File: config.mk
export PLATFORM = sky130hd
export DESIGN_NAME = addsub_pipe
export DESIGN_NICKNAME = d
export VERILOG_FILES = /design/src/rtl/alu_pkg.sv /design/src/rtl/chunk_adder.sv /design/src/rtl/addsub_pipe.sv
export SDC_FILE = /design/constraint.sdc
export NUM_CORES = 1
export LEC_CHECK = 0
export ABC_AREA = 0
export CORE_ASPECT_RATIO = 0.9
export CORE_MARGIN = 2
export CORE_UTILIZATION = 45
export CTS_CLUSTER_SIZE = 14
export DETAILED_ROUTE_END_ITERATION = 12
export PLACE_DENSITY = 0.67
export SLEW_MARGIN = 20
export SYNTH_ARGS = -nofsm -noshare
export SYNTH_HDL_FRONTEND = slang
export SYNTH_SLANG_ARGS = --single-unit
File: constraint.sdc
create_clock -name clk -period 15.63 [get_ports clk]
set_clock_uncertainty 0.1 [all_clocks]
set_input_delay 3.9075 -clock clk [delete_from_list [all_inputs] [get_ports clk]]
set_output_delay 3.9075 -clock clk [all_outputs]
set_load 0.02 [all_outputs]
File: src/rtl/alu_pkg.sv
// Shared types for the ALU datapath: operation select and result flag bundle.
package alu_pkg;

    typedef enum logic {
        OP_ADD = 1'b0,
        OP_SUB = 1'b1
    } op_e;

    typedef struct packed {
        logic cout;
        logic ovf;
        logic zero;
        logic neg;
    } flags_t;

endpackage

File: src/rtl/chunk_adder.sv
// Combinational CHUNK-bit adder slice with carry in and carry out.
module chunk_adder #(
    parameter int CHUNK = 8
) (
    input  logic [CHUNK-1:0] a,
    input  logic [CHUNK-1:0] b,
    input  logic             ci,
    output logic [CHUNK-1:0] s,
    output logic             co
);

    logic [CHUNK:0] total;

    assign total   = {1'b0, a} + {1'b0, b} + {{CHUNK{1'b0}}, ci};
    assign {co, s} = total;

endmodule

File: src/rtl/addsub_pipe.sv
// Pipelined two's-complement adder/subtractor: one CHUNK-bit slice per stage,
// carry rippling stage to stage, with a global-stall valid/ready handshake.
module addsub_pipe
    import alu_pkg::*;
#(
    parameter int WIDTH = 32,
    parameter int CHUNK = 8
) (
    input  logic             clk,
    input  logic             rst,
    input  logic             in_valid,
    output logic             in_ready,
    input  logic [WIDTH-1:0] A,
    input  logic [WIDTH-1:0] B,
    input  logic             Cin,
    input  logic             Sub,
    output logic             out_valid,
    input  logic             out_ready,
    output logic [WIDTH-1:0] Sum,
    output logic             Cout,
    output logic             Ovf,
    output logic             Zero,
    output logic             Neg
);

    localparam int SAFE_CHUNK = (CHUNK < 1) ? 1 : CHUNK;
    localparam int STAGES     = WIDTH / SAFE_CHUNK;
    localparam int MSB        = WIDTH - 1;

    if ((CHUNK < 1) || ((WIDTH % SAFE_CHUNK) != 0) || (STAGES < 1)) begin : g_param_check
        $error("addsub_pipe: WIDTH must be a positive multiple of CHUNK");
    end

    op_e             op;
    logic [WIDTH-1:0] bPrep;
    logic             c0;
    logic             adv;

    // Subtraction is A + ~B + ~Cin, so Cout=1 means "no borrow".
    assign op       = op_e'(Sub);
    assign bPrep    = (op == OP_SUB) ? ~B : B;
    assign c0       = (op == OP_SUB) ? ~Cin : Cin;
    assign adv      = !out_valid || out_ready;
    assign in_ready = adv;

    logic [WIDTH-1:0] skewA   [STAGES];
    logic [WIDTH-1:0] skewB   [STAGES];
    logic [WIDTH-1:0] partSum [STAGES];
    logic             carry   [STAGES];
    logic             valid   [STAGES];

    logic [WIDTH-1:0] stA     [STAGES];
    logic [WIDTH-1:0] stB     [STAGES];
    logic [WIDTH-1:0] stSum   [STAGES];
    logic             stC     [STAGES];
    logic             stV     [STAGES];
    logic [WIDTH-1:0] nextSum [STAGES];
    logic [CHUNK-1:0] chunkSum [STAGES];
    logic             chunkCo  [STAGES];

    flags_t flagNext;
    flags_t flagReg;

    // Stage 0 takes fresh operands; later stages take the previous stage's registers.
    always_comb begin
        for (int i = 0; i < STAGES; i++) begin
            if (i == 0) begin
                stA[i]   = A;
                stB[i]   = bPrep;
                stSum[i] = '0;
                stC[i]   = c0;
                stV[i]   = in_valid;
            end else begin
                stA[i]   = skewA[i-1];
                stB[i]   = skewB[i-1];
                stSum[i] = partSum[i-1];
                stC[i]   = carry[i-1];
                stV[i]   = valid[i-1];
            end
        end
    end

    for (genvar k = 0; k < STAGES; k++) begin : g_stage
        chunk_adder #(.CHUNK(CHUNK)) u_chunk (
            .a  (stA[k][k*CHUNK +: CHUNK]),
            .b  (stB[k][k*CHUNK +: CHUNK]),
            .ci (stC[k]),
            .s  (chunkSum[k]),
            .co (chunkCo[k])
        );
    end

    always_comb begin
        for (int i = 0; i < STAGES; i++) begin
            nextSum[i] = stSum[i];
            nextSum[i][i*CHUNK +: CHUNK] = chunkSum[i];
        end
    end

    // Flags come from the completed sum and the top operand bits in the last stage.
    always_comb begin
        flagNext      = '0;
        flagNext.cout = chunkCo[STAGES-1];
        flagNext.ovf  = (stA[STAGES-1][MSB] == stB[STAGES-1][MSB]) &&
                        (nextSum[STAGES-1][MSB] != stA[STAGES-1][MSB]);
        flagNext.zero = ~|nextSum[STAGES-1];
        flagNext.neg  = nextSum[STAGES-1][MSB];
    end

    // One global advance: every stage moves together or everything holds.
    always_ff @(posedge clk) begin
        if (rst) begin
            for (int i = 0; i < STAGES; i++) begin
                skewA[i]   <= '0;
                skewB[i]   <= '0;
                partSum[i] <= '0;
                carry[i]   <= 1'b0;
                valid[i]   <= 1'b0;
            end
            flagReg <= '0;
        end else if (adv) begin
            for (int i = 0; i < STAGES; i++) begin
                skewA[i]   <= stA[i];
                skewB[i]   <= stB[i];
                partSum[i] <= nextSum[i];
                carry[i]   <= chunkCo[i];
                valid[i]   <= stV[i];
            end
            flagReg <= flagNext;
        end
    end

    assign out_valid = valid[STAGES-1];
    assign Sum       = partSum[STAGES-1];
    assign Cout      = flagReg.cout;
    assign Ovf       = flagReg.ovf;
    assign Zero      = flagReg.zero;
    assign Neg       = flagReg.neg;

endmodule

==> run metrics <==
Post-synth EDFFs 183; Final nets between 800 and 900; Tmin final roughly 9.4 ns; pins over their slew limit 0; post-synthesis simple-gate area fraction 15.57%; routed vias/inst a little over 5; status complete, no violations; IO Pins ~110; Initial Utilization a little under half; PwrDens 113.3 nW/um^2; Post-Syn Instances around 600; Critical Path Start Type input port; fraction of layout cells with a size suffix above 1 roughly 6.3%; cts hold-fix bufs 0; GRT Util Overall between 15 and 20%; peak supply drop 0.07953 mV; clock root buffer clkbuf_16; Mapped Area between 8000 and 9000 um^2; die area 19670 um^2; clk_lat worst skew 0.43 ns; dominant cells by area after synthesis edfxtp_1, and3_1, ha_1; pin slew with the least headroom to its limit 1.039 ns; Final Hold Viols 0; crit path DAT around 5.4 ns; Synth Area in Adders 6.112%; port bufs 107; vias post-DR roughly 4800; # resized after CTS 0; Worst Setup End Kind output pin; RePlAce Congestion ~0.86; final hold slack 0.3780 ns; vias in the first global route around 4700; CORE AREA approximately 18000 um^2; CTS tree done; antenna viol nets, final 0; Layout area overhead 22.29%; Post-Layout Cell Count between 900 and 1000; Overflow after GRT 0; crit path capture in_ready; Synth Area in Compound Gates 3.835%; top cells by count, synth edfxtp_1, and3_1, nor2_1; drt first pass iters 5; sequential area share after synthesis about two thirds; top_reg_cell synth edfxtp_1; total power about 0.0012 W; DIE WIDTH between 100 and 150 um; initial antenna violation count 0; fmax ~110 MHz; CP Launch Point out_ready; DR WL/cell around 15 um; Setup Fix Bufs, Post-CTS 0; Yosys cell types 40; Max clock buf depth 2; Leakage 4.503 nW; clk sinks approximately 190; syn_nets a little over 700; Avg Cell Area, Syn about 14 um^2; Final Cycle Share between 60% and 70%; Max Cap Violations 0; final setup vio count 0; Synth Area in XOR/XNOR 5.243%; largest net degree at the start of global routing 130; # placed instances just over 900; row cnt 47; Detailed Place HPWL ~9000 um; Ant. Diodes 0; Syn. warnings 0; worst path required time about 12 ns; FF-to-FF Start valid[3]; Worst-path clk slew roughly 0.060 ns; Final TNS setup 0 ns; Fill cells 1438; #FFs+latches synth approximately 190; RSZ-0062 raised after global routing false; largest family of logic cells by synthesized area simple AND/OR/NAND/NOR gates; mux share of post-synthesis cell area less than 1%; top cell type's share of synthesized area around 66%; Critical Path Fanout Max 7; max_slew headroom 30.71%; most common cell in the netlist edfxtp_1; r2r worst-path depth 6; hold crit path type flop to flop; CP Class input port to output pin; worst reg2reg setup slack roughly 12 ns; htree depth 4; asr flop ratio synth 0%; first-pass GRT wire length around 23000 um; DRC violations left 0; r2r endpoint partSum[0][5]; Detailed Route Iter0 Violations 458; CTS buffer count 17; top cell type by total area after synthesis edfxtp_1; chip height 133.2 um; drt total wl about 14000 um
## per-layer routing
layer / global-route usage (%) / part of all wire [%] / routed length [um]
met1: 21.35 / 47 / 6853
met2: 23.02 / 46 / 6682
met3: 4.007 / 6.0 / 877
met4: 5.876 / 0.59 / 85
met5: 0 / 0 / 0
## sequential cells by signal, summed over array words and instances (netlist names)
register / cells
carry: 3
skewB: 48
Cout: 1
Zero: 1
Ovf: 1
Neg: 1
skewA: 48
valid: 4
partSum: 80
## worst max-delay path: stages
cell and delay, ns:
clkdlybuf4s50_1 0.41, nor2b_1 0.47, inv_2 0.09, clkdlybuf4s50_1 0.56
## cell families after synthesis
logic type | Yosys count
flip-flops | 187
AO/OA/AOI/OAI | 49
AND/OR/NAND/NOR | 232
multiplexers | 2
buffers and inverters | 49
XOR/XNOR | 50
adder cells (fa/ha/maj) | 36
## layout by cell type, fill, tap and decap left out, types with 5 or more instances in the layout
master,count
a21o_1,9
a21oi_1,11
and2_1,6
and3_1,128
clkbuf_16,17
clkdlybuf4s50_1,106
edfxtp_1,183
fa_1,8
ha_1,28
inv_1,7
inv_6,6
nand2_1,7
nor2_1,55
nor2b_1,7
nor3_1,7
nor4_1,5
o21ai_0,6
o21ai_1,5
or3_1,7
xnor2_1,33
xor2_1,17
## worst min path at each step
stage / slack, ns / startpoint / depth (start not counted) / endpoint
after floorplan: 0.40 / skewA[0][63] / 1 / skewA[0][95]
after global placement: 0.35 / Neg / 1 / Neg
after detailed placement: 0.37 / Neg / 1 / Neg
after CTS: 0.38 / Neg / 1 / Neg
after global routing: 0.41 / Zero / 1 / Zero
final: 0.38 / Neg / 1 / Neg
## power by group
| part | internal, W | switching [W] |
|---|---|---|
| Sequential | 0.000591 | 0.0000123 |
| Clock | 0.000253 | 0.000178 |
| Combinational | 0.0000630 | 0.0000596 |
| Total | 0.000907 | 0.000250 |
## metrics by stage
step / cell area, um^2 / util [%] / setup WS, ns
after floorplan: 8352 / - / 7.066
after global placement: 9617 / 52.58 / 6.156
after detailed placement: 9617 / 52.58 / 6.169
after CTS: 10210 / 55.85 / 6.155
after global routing: 10210 / 55.85 / 6.081
final: 10210 / 55.85 / 6.192
## area by class of cell
cell class	count	area, um^2	share of cell area (%)
Sequential cell	187	5575	54.59
Clock inverter	13	163.9	1.605
Clock buffer	19	432.9	4.239
Timing Repair Buffer	111	1096	10.73
Multi-Input combinational cell	369	2589	25.35
Inverter	12	50.05	0.4900
Tap cell	245	306.5	3.001
Power figures use the tool's default switching activity.
